`src/rtl/show_sequencer.sv`:
```
// Latches three 7-segment patterns on a debounced-free push of `show` and plays them A, B, C on one shared digit.
// Optional SHOW_SEQUENCER_GAP_EN inserts a one-tick blank between A->B and B->C.
module show_sequencer #(
  parameter int TICK_DIV   = 50000,
  parameter int HOLD_TICKS = 10
) (
  input  logic       clk,
  input  logic       reset,
  input  logic       show,
  input  logic [6:0] seg_a,
  input  logic [6:0] seg_b,
  input  logic [6:0] seg_c,
  output logic [6:0] num_led,
  output logic       busy,
  output logic [1:0] phase
);

  localparam int PW = (TICK_DIV > 1) ? $clog2(TICK_DIV) : 1;
  localparam int HW = (HOLD_TICKS > 0) ? $clog2(HOLD_TICKS + 1) : 1;
  localparam logic [PW-1:0] PRE_LAST  = PW'(TICK_DIV - 1);
  localparam logic [HW-1:0] HOLD_LAST = HW'(HOLD_TICKS - 1);

`ifdef SHOW_SEQUENCER_GAP_EN
  typedef enum logic [2:0] {IDLE, SHOW_A, SHOW_B, SHOW_C, GAP} state_t;
`else
  typedef enum logic [2:0] {IDLE, SHOW_A, SHOW_B, SHOW_C} state_t;
`endif

  state_t        state_q, state_d;
  logic          sync1_q, sync2_q, sync3_q;
  logic [PW-1:0] presc_q, presc_d;
  logic [HW-1:0] hold_q, hold_d;
  logic [6:0]    snap_a_q, snap_a_d, snap_b_q, snap_b_d, snap_c_q, snap_c_d;
  logic [6:0]    num_led_q, num_led_d;
  logic          busy_q, busy_d;
  logic [1:0]    phase_q, phase_d;
  logic          start, tick;

  // sync3_q is only the previous synchronized level, used for edge detection
  assign start = sync2_q & ~sync3_q;
  assign tick  = (state_q != IDLE) && (presc_q == PRE_LAST);

  always_comb begin
    state_d  = state_q;
    presc_d  = presc_q;
    hold_d   = hold_q;
    snap_a_d = snap_a_q;
    snap_b_d = snap_b_q;
    snap_c_d = snap_c_q;
    if (state_q != IDLE) presc_d = tick ? '0 : presc_q + PW'(1);

    case (state_q)
      IDLE: begin
        if (start) begin
          state_d  = SHOW_A;
          snap_a_d = seg_a;
          snap_b_d = seg_b;
          snap_c_d = seg_c;
        end
      end
      SHOW_A, SHOW_B, SHOW_C: begin
        if (tick) begin
          if (hold_q == HOLD_LAST) begin
            case (state_q)
`ifdef SHOW_SEQUENCER_GAP_EN
              SHOW_A:  state_d = GAP;
              SHOW_B:  state_d = GAP;
`else
              SHOW_A:  state_d = SHOW_B;
              SHOW_B:  state_d = SHOW_C;
`endif
              default: state_d = IDLE;
            endcase
          end else begin
            hold_d = hold_q + HW'(1);
          end
        end
      end
`ifdef SHOW_SEQUENCER_GAP_EN
      // phase still names the digit just shown, which tells us where to resume
      GAP:     if (tick) state_d = (phase_q == 2'd1) ? SHOW_B : SHOW_C;
`endif
      default: state_d = IDLE;
    endcase

    if (state_d != state_q) begin
      presc_d = '0;
      hold_d  = '0;
    end

    num_led_d = 7'b0000000;
    phase_d   = 2'd0;
    busy_d    = (state_d != IDLE);
    case (state_d)
      SHOW_A: begin num_led_d = snap_a_d; phase_d = 2'd1; end
      SHOW_B: begin num_led_d = snap_b_d; phase_d = 2'd2; end
      SHOW_C: begin num_led_d = snap_c_d; phase_d = 2'd3; end
`ifdef SHOW_SEQUENCER_GAP_EN
      GAP:    phase_d = phase_q;
`endif
      default: ;
    endcase
  end

  always_ff @(posedge clk or posedge reset) begin
    if (reset) begin
      state_q   <= IDLE;
      sync1_q   <= 1'b0;
      sync2_q   <= 1'b0;
      sync3_q   <= 1'b0;
      presc_q   <= '0;
      hold_q    <= '0;
      snap_a_q  <= '0;
      snap_b_q  <= '0;
      snap_c_q  <= '0;
      num_led_q <= '0;
      busy_q    <= 1'b0;
      phase_q   <= 2'd0;
    end else begin
      state_q   <= state_d;
      sync1_q   <= show;
      sync2_q   <= sync1_q;
      sync3_q   <= sync2_q;
      presc_q   <= presc_d;
      hold_q    <= hold_d;
      snap_a_q  <= snap_a_d;
      snap_b_q  <= snap_b_d;
      snap_c_q  <= snap_c_d;
      num_led_q <= num_led_d;
      busy_q    <= busy_d;
      phase_q   <= phase_d;
    end
  end

  assign num_led = num_led_q;
  assign busy    = busy_q;
  assign phase   = phase_q;

endmodule

```
`config.mk`:
```
export PLATFORM = sky130hd
export DESIGN_NAME = show_sequencer
export DESIGN_NICKNAME = d
export VERILOG_FILES = /design/src/rtl/show_sequencer.sv
export SDC_FILE = /design/constraint.sdc
export NUM_CORES = 1
export LEC_CHECK = 0
export BUFFER_PORTS_ARGS = -buffer_cell sky130_fd_sc_hd__buf_2
export CORE_MARGIN = 8
export CORE_UTILIZATION = 64
export CTS_BUF_LIST = sky130_fd_sc_hd__clkbuf_2 sky130_fd_sc_hd__clkbuf_4 sky130_fd_sc_hd__clkbuf_8
export DETAILED_ROUTE_END_ITERATION = 6
export GPL_ROUTABILITY_DRIVEN = 0
export PLACE_DENSITY_LB_ADDON = 0.2
export SKIP_CTS_REPAIR_TIMING = 1
export SKIP_LAST_GASP = 1
export SLEW_MARGIN = 10
export SYNTH_ARGS = -nofsm -noshare
export SYNTH_HDL_FRONTEND = slang
export SYNTH_SLANG_ARGS = --single-unit
```
`constraint.sdc`:
```
create_clock -name clk -period 4.4 [get_ports clk]
set_input_delay 0.66 -clock clk [delete_from_list [all_inputs] [get_ports clk]]
set_output_delay 0.66 -clock clk [all_outputs]
set_load 0.05 [all_outputs]
```
# Word level (Yosys, flattened, before mapping)
# Index checks and enable logic that the tools add are counted.
[word_totals]
register_bits = 57
out_inout_bits = 10
[op_classes]
n_addsub = 2
n_eq_ne = 10
muxes = 20
bitwise_logic = 2
reduce_logical = 9
[op_table]
columns = ["op", "count"]
rows = [
  ["two-way mux 16 bit", 3],
  ["two-way mux 7 bit", 6],
  ["case mux 7 bit (3 select lines)", 1],
  ["adder 16 x 1 -> 16 bit, second input constant", 1],
  ["equality test 16 bit, second input constant", 1],
  ["two-way mux 4 bit", 4],
  ["equality test 3 x 2 -> 1 bit, second input constant", 4],
  ["two-way mux 3 bit", 3],
  ["equality test 3 x 1 -> 1 bit, second input constant", 2],
  ["case mux 2 bit (3 select lines)", 1],
  ["case mux 3 bit (2 select lines)", 1],
  ["nonzero test 2 bit", 3],
  ["nonzero test 3 bit", 2],
  ["adder 4 x 1 -> 4 bit, second input constant", 1],
  ["equality test 4 bit, second input constant", 1],
  ["case mux 2 bit (2 select lines)", 1],
  ["zero test 3 bit", 1],
  ["!= test 3 bit", 1],
  ["AND reduction 3 bit", 1],
  ["OR reduction 3 bit", 1],
  ["!= test 2 x 1 -> 1 bit, second input constant", 1],
  ["bitwise AND 1 bit", 1],
  ["logical AND 1 bit", 1],
  ["inverter 1 bit", 1],
]

# Logic depth before layout (Yosys ltp)
# Gate-level depths: netlist (run 1).
[depth]
ltp_word = 8
mapped_depth = 9
ltp_nobuf = 8

# Worst setup path after synthesis (run 1)
# Ideal clock, no wire load.
[synth_path]
kind = "register -> register"
startpoint = "register state_q[2]"
endpoint = "register num_led_q[0], in the netlist num_led[0]"
setup_ns = 0.125
arrival_time_ns = 2.070
required_time_ns = 4.275
slack_ns = 2.205
path_stages_with_launch = 9
n_path_buf = 2
synth_period_minus_slack_ns = 2.195
cell_sequence = "dfrtp_1 > buf_6 > or3_1 > buf_6 > nand2b_4 > nor3_2 > xnor2_2 > mux2_2 > mux2_2"
[synth_via]
elab_chain_cells = 7
elab_cells_between_ends = 19
cone_classes = "eq/ne (6); mux (9); reduce/logical (4)"
[synth_rtl]
columns = ["element", "line_no", "source"]
rows = [
  ["start: declaration", "29", "state_t state_q, state_d;"],
  ["start signal: assignment", "120", "state_q <= state_d;"],
  ["equality test 3 x 2 -> 1 bit or equality test 3 x 1 -> 1 bit (tied branches)", "52, 64", ""],
  ["case mux 2 bit (2 select lines)", "64", "case (state_q)"],
  ["two-way mux 3 bit", "63", "if (hold_q == HOLD_LAST) begin"],
  ["two-way mux 3 bit", "62", "if (tick) begin"],
  ["case mux 3 bit (2 select lines)", "52", "case (state_q)"],
  ["equality test 3 x 2 -> 1 bit or equality test 3 x 1 -> 1 bit (tied branches)", "94", "case (state_d)"],
  ["case mux 7 bit (3 select lines) (*)", "94", ""],
  ["via num_led_d[0]", "34", "logic [6:0] num_led_q, num_led_d;"],
  ["end signal: assignment", "129", "num_led_q <= num_led_d;"],
  ["end: declaration", "34", ""],
]
# Mark *: on every way through the listed nets, which the timed path passes. The rest lies on a longest branch.
# A chain may end at the register's enable or synchronous reset.

# Worst setup path in the final report (run 1)
[layout_path]
startpoint = "register state_q[2]"
endpoint = "register num_led_q[5], in the netlist num_led[5]"
[layout_via]
elab_cells_between_ends = 19
cone_classes = "eq/ne (6); mux (9); reduce/logical (4)"
[layout_rtl]
columns = ["element", "line_no", "source"]
rows = [
  ["zero test 3 bit", "52", ""],
  ["two-way mux 7 bit", "52", ""],
  ["via snap_a_d[5]", "33", "logic [6:0] snap_a_q, snap_a_d, snap_b_q, snap_b_d, snap_c_q, snap_c_d;"],
  ["case mux 7 bit (3 select lines)", "94", ""],
  ["via num_led_d[5]", "34", ""],
]
# The timed path passes the listed nets, and every way through them passes these cells.

==> qor.yml, run 1 <==
placed_design:
  post_place_worst_slack_ns: 1.330
  port_buffers: 33
  dp_hpwl_mm: 3.622
pwr:
  pwr_density_cell_nw_per_um2: 427.2
  power_frac_seq: 0.443
  ir_worst_vdd_v: 0.0004557
  clkPwrFrac: 0.444
  switching_power_uw: 297.8
  power.share.switching: 0.2220
  internal_power_mw: 1.044
  p_leak_nw: 1.381
  comb_power_share: 0.113
timing:
  min_period_over_period: 0.7038
  finalMaxSlewViolations: 0
  tightestPinTransition_ns: 0.9073
  finalHoldViolations: 0
  max-slew-margin-rel: 0.3921
  max_freq_ghz: 0.3229
  final.setup.tns_ns: 0
  setup_viol: 0
  rsz0062_at_grt: "no"
  period_minus_ws_final_ns: 3.097
  layout_setup_ws_ns: 1.303
  clock-skew-final_ns: 0.008761
drt:
  antenna_violating_nets_post_route: 0
  dr.first_iter.drc_count: 101
  wirelength_mm: 5.226
  post-route-drc-count: 0
  routedWlPerCell_um: 16.08
  routed-via-count: 1890
  routed_via_count_divided_by_cell_count: 5.815
  drt_first_pass_iters: 5
final_layout:
  mostFrequentLayoutCell: "dfrtp_1"
  num_antenna_cells: 0
  multi_input_area_um2: 1216
  n_fill_cell: 262
  drive_above_1_share: 0.3527
  most_frequent_cells_in_the_layout: "dfrtp_1, mux2_2, buf_2, nor2_1"
  finish.utilization: 0.7740
  design.final.nets: 297
  flow.area_growth_from_synthesis_pct: 15.46
  sequential_cell_area_um2: 1426
clock_tree:
  clock_tree.buffer_depth: 2
  cts.htree.levels: 3
  clock_insertion_delay_at_the_later_pin_of_the_skew_report_ns: 0.33
  clock_sinks: 57
  ctsRootBufferMaster: "clkbuf_8"
  number_of_buffers_inserted_during_clock_tree_synthesis: 9
  cts_tree: "done"
  worst_setup_hold_path_clk_slew_ns: 0.06
worst_setup_path:
  cell_by_cell_trace_of_the_critical_path: "nor3_2 -> nand2_1 -> mux2_2 -> mux2_2 -> mux2_2"
  start_kind: "register"
  worst-setup-path-type: "register to register"
  cpMostUsedCell: "mux2_2"
  arrival_ns: 3.31
  critical-path-slowest-cell: "nand2_1"
  cpPeakStageDelay_ns: 0.69
  worst-path-max-fanout: 21
  critical_path_required_ns: 4.61
  worstSetupEndpointType: "register"
yosys:
  syn_inst: 234
  netlist-cell-type-count: 42
  async_reset_ff_frac: 1.000
  ys_ff_latch: 57
  syn-num-nets: 261
  netlist_area_um2: 2720
  synth.top_cells.by_area: "dfrtp_1, mux2_2, nor2_1, a21oi_1, nor3b_1"
  syn_warnings: 0
  syn_area_per_cell_um2: 11.62
  synth_largest_area_cell: "dfrtp_1"
  synth_flop_cell: "dfrtp_1"
  synth_top_cell_area_share: 0.5244
  synth_edf_count: 0
  synth_seq_area_share: 0.5244
floorplan:
  initial_standard_cell_utilization_of_the_core: 0.6704
  core_area_um2: 4058
  fp-row-count: 23
  floorplan.io_pins: 34
  die_area_um2: 6593
  floorplan.die.height_um: 81.20
  die_w_um: 81.20
global_route:
  globalRouteMet2Util: 0.2711
  grt_antenna_before_repair: 0
  grt_max_degree: 58
  fraction_of_met1_tracks_used_by_global_routing: 0.2169
  grt_first_pass_wirelength_mm: 8.721
  top_usage_layer: "met2"
  gr-usage-all-layers: 0.1728
  use_met3: 0.04305
  grt_pass1_vias: 1898
  grt_overflow: 0
min_path:
  min-delay-path-class: "register to register"
run:
  drv_cap: 0
status:
  outcome: "finished clean"
## sequential cells by signal, summed over array words and instances, names as in the netlist
register	flops
sync1_q	1
presc_q	16
sync3_q	1
sync2_q	1
state_q	3
snap_b_q	7
busy	1
phase	2
num_led	7
snap_c_q	7
hold_q	4
snap_a_q	7
## stage by stage
stage	hold WS, ns	std cells	cell area, µm²	power (mW)
2_1_floorplan	0.3312	234	2720	0.7180
3_3_place_gp	0.3432	309	2893	0.7466
3_5_place_dp	0.3490	309	2893	0.7564
4_1_cts	0.3591	325	3141	1.355
5_1_grt	0.3570	325	3141	1.394
6_report	0.3499	325	3141	1.342
## logic make-up (layout without fill, tap and decap cells)
| logic type | Yosys count | count (layout) | share of synthesized area |
|---|---|---|---|
| and+or+nand+nor | 87 | 87 | 0.1840 |
| DFF | 57 | 57 | 0.5244 |
| muxes | 38 | 38 | 0.1564 |
| AOI/OAI and AO/OA | 26 | 26 | 0.05980 |
| buffers and inverters | 13 | 54 | 0.02851 |
| xor gates and xnor gates | 9 | 9 | 0.03174 |
| adders and majority gates | 3 | 3 | 0.01380 |
| other | 1 | 1 | 0.001379 |
## synth_stat cells (all sizes together), types with 2 or more instances
| cell | n |
|---|---|
| or4b | 2 |
| nor3b | 7 |
| dfrtp | 57 |
| mux2 | 36 |
| nand2b | 2 |
| or3 | 4 |
| a21oi | 13 |
| o21ai | 7 |
| mux2i | 2 |
| xor2 | 4 |
| nor2b | 2 |
| inv | 4 |
| nor3 | 11 |
| nand2 | 12 |
| nor2 | 23 |
| nand3 | 9 |
| nand4 | 5 |
| xnor2 | 5 |
| ha | 3 |
| or3b | 2 |
| buf | 8 |
| and3 | 2 |
| a31oi | 2 |
## routing by layer
metal  share of wire  routed length, µm
met2            0.49               2573
met5               0                  0
met3           0.063                328
met4           0.021                110
met1            0.42               2213
## path summary, 6_finish.rpt
path                            start           to  slack, ns  cells after the start
setup reg to reg           state_q[2]   num_led[5]       1.30                      5
hold / removal                sync1_q      sync2_q       0.35                      0
setup / recovery           state_q[2]   num_led[5]       1.30                      5
hold reg to reg               sync1_q      sync2_q       0.35                      0
max in group asynchronous       reset    hold_q[3]       3.42                      3
min in group asynchronous       reset  snap_b_q[0]       0.52                      3
## power by group through the flow
stage               logic, mW  clock network, mW  registers [mW]
finish                  0.152              0.596           0.594
global route            0.166              0.629           0.599
CTS                     0.154              0.607           0.595
detailed placement      0.153                  0           0.604
global placement        0.147                  0           0.600
floorplan               0.101                  0           0.617
## critical path: cells and delay by family (launching register included)
family           cells  cell delay, ns
multiplexers         3            1.03
AND/OR/NAND/NOR      2            1.36
flip-flops           1            0.57
## final cells by class
type | count | share of cell area
sequential | 57 | 0.4542
multi-input combinational | 164 | 0.3873
timing repair buffer | 34 | 0.05498
clock buffer | 11 | 0.04622
clock inverter | 5 | 0.03267
tap | 50 | 0.01992
inverter | 4 | 0.004781
Power figures use the tool's default switching activity.
==> run 2, diff against run 1 <==
CORE_UTILIZATION = 54   (was 64)
clock period = 2.6 ns   (was 4.4 ns; I/O delays follow)
==> qor.yml, run 2 (same netlist as run 1, synthesis figures left out) <==
timing:
  finalHoldViolations: 0
  min_period_over_period: 0.8968
  clock-skew-final_ns: 0.006423
  max-slew-margin-rel: 0.6025
  setup_viol: 0
  period_minus_ws_final_ns: 2.332
  final.setup.tns_ns: 0
  max_freq_ghz: 0.4289
  tightestPinTransition_ns: 0.5955
  finalMaxSlewViolations: 0
  rsz0062_at_grt: "no"
drt:
  post-route-drc-count: 0
  drt_first_pass_iters: 4
  routedWlPerCell_um: 14.92
  antenna_violating_nets_post_route: 0
  dr.first_iter.drc_count: 128
  wirelength_mm: 5.222
  routed_via_count_divided_by_cell_count: 5.346
  routed-via-count: 1871
placed_design:
  placement.cell_area_um2: 2983
  port_buffers: 33
  dp_hpwl_mm: 3.707
final_layout:
  flow.area_growth_from_synthesis_pct: 16.97
  finish.utilization: 0.6393
  final_cell_area_um2: 3182
  sequential_cell_area_um2: 1426
  multi_input_area_um2: 1227
  design.final.nets: 304
  most_frequent_cells_in_the_layout: "dfrtp_1, mux2_2, buf_2, nor2_1"
  drive_above_1_share: 0.3643
  max_reg_flops: 16
  num_antenna_cells: 0
  registers.top_by_ff_count: "presc_q"
  n_fill_cell: 407
  mostFrequentLayoutCell: "dfrtp_1"
worst_setup_path:
  worst-setup-path-type: "register to register"
  setup.reg_to_reg.worst_slack_ns: 0.27
  worst-path-max-fanout: 17
  start_kind: "register"
  arrival_ns: 2.55
  critical_path.startpoint: "presc_q[0]"
  worstSetupEndpointType: "register"
  timing.rr.end: "num_led[2]"
  rr_worst_depth: 7
  endpoint: "num_led[2]"
  critical_path.reg2reg.startpoint: "presc_q[0]"
  critical_path_required_ns: 2.82
floorplan:
  floorplan.die.height_um: 86.98
  die_w_um: 86.98
  fp-row-count: 26
  die_area_um2: 7565
  initial_standard_cell_utilization_of_the_core: 0.5465
  floorplan.io_pins: 34
  core_area_um2: 4977
clock_tree:
  clock_tree.buffer_depth: 2
  ctsRootBufferMaster: "clkbuf_8"
  cts.htree.levels: 3
  number_of_buffers_inserted_during_clock_tree_synthesis: 9
  clock_sinks: 57
  worst_setup_hold_path_clk_slew_ns: 0.06
  cts_tree: "done"
  clock_insertion_delay_at_the_later_pin_of_the_skew_report_ns: 0.33
global_route:
  grt_antenna_before_repair: 0
  gr-usage-all-layers: 0.1542
  grt_max_degree: 31
  grt_first_pass_wirelength_mm: 9.004
  grt_pass1_vias: 1878
  grt_overflow: 0
pwr:
  p_leak_nw: 1.393
  report.power.total_mw: 2.067
  ir_worst_vdd_v: 0.0004141
  pwr_density_cell_nw_per_um2: 649.6
status:
  outcome: "finished clean"
run:
  drv_cap: 0
min_path:
  min-delay-path-class: "primary input to async pin"
==> run 2: changes by cell type in the layout (fill, tap and decap cells not counted), sizes merged <==
cell / delta
buf: +7
bufinv: -2
==> run 2: per-layer routing <==
metal | GRT usage | wire length [µm] | up-vias
li1 | - | - | 911
met3 | 0.04245 | 280 | 10
met5 | 0 | 0 | -
met1 | 0.2042 | 2408 | 905
met4 | 0.07981 | 74 | 0
met2 | 0.2241 | 2459 | 45
==> run 2: final cells by class <==
cell class,instances,area share
flip-flops and latches,57,0.4483
well taps,70,0.02753
clock inverters,3,0.01337
multi-input cells,164,0.3858
inverters,4,0.004719
repair buffers,41,0.07471
clock buffers,11,0.04562
==> run 2: worst max-delay path, stage by stage, from the launching register on <==
cell and delay, ns:
dfrtp_1 0.38, ha_1 0.18, nand3_1 0.17, nand2b_4 0.21, nor3_2 0.32, xnor2_4 0.29
mux2_2 0.39, mux2_2 0.27
==> run 2: power breakdown <==
part / internal [mW] / total (mW) / leakage [nW] / switching [mW]
Clock: 0.467 / 0.796 / 0.0947 / 0.329
Sequential: 0.976 / 0.998 / 0.733 / 0.0224
Combinational: 0.128 / 0.273 / 0.566 / 0.145
Total: 1.57 / 2.07 / 1.39 / 0.496
==> run 2: worst min-delay path by stage <==
| stage | end | cells past startpoint | from |
|---|---|---|---|
| floorplan | sync2_q | 0 | sync1_q |
| global placement | sync2_q | 0 | sync1_q |
| detailed placement | sync2_q | 0 | sync1_q |
| CTS | snap_b_q[1] | 2 | reset |
| global route | sync1_q | 1 | show |
| finish | snap_b_q[1] | 2 | reset |
==> run 2: stage by stage <==
stage	hold WS [ns]	instances	setup slack [ns]
after global placement	0.3338	336	0.1546
after floorplan	0.3312	234	0.4054
after detailed placement	0.3387	336	0.05697
final	0.1213	350	0.2683
after global routing	0.1447	350	0.1699
after CTS	0.1261	350	0.04887
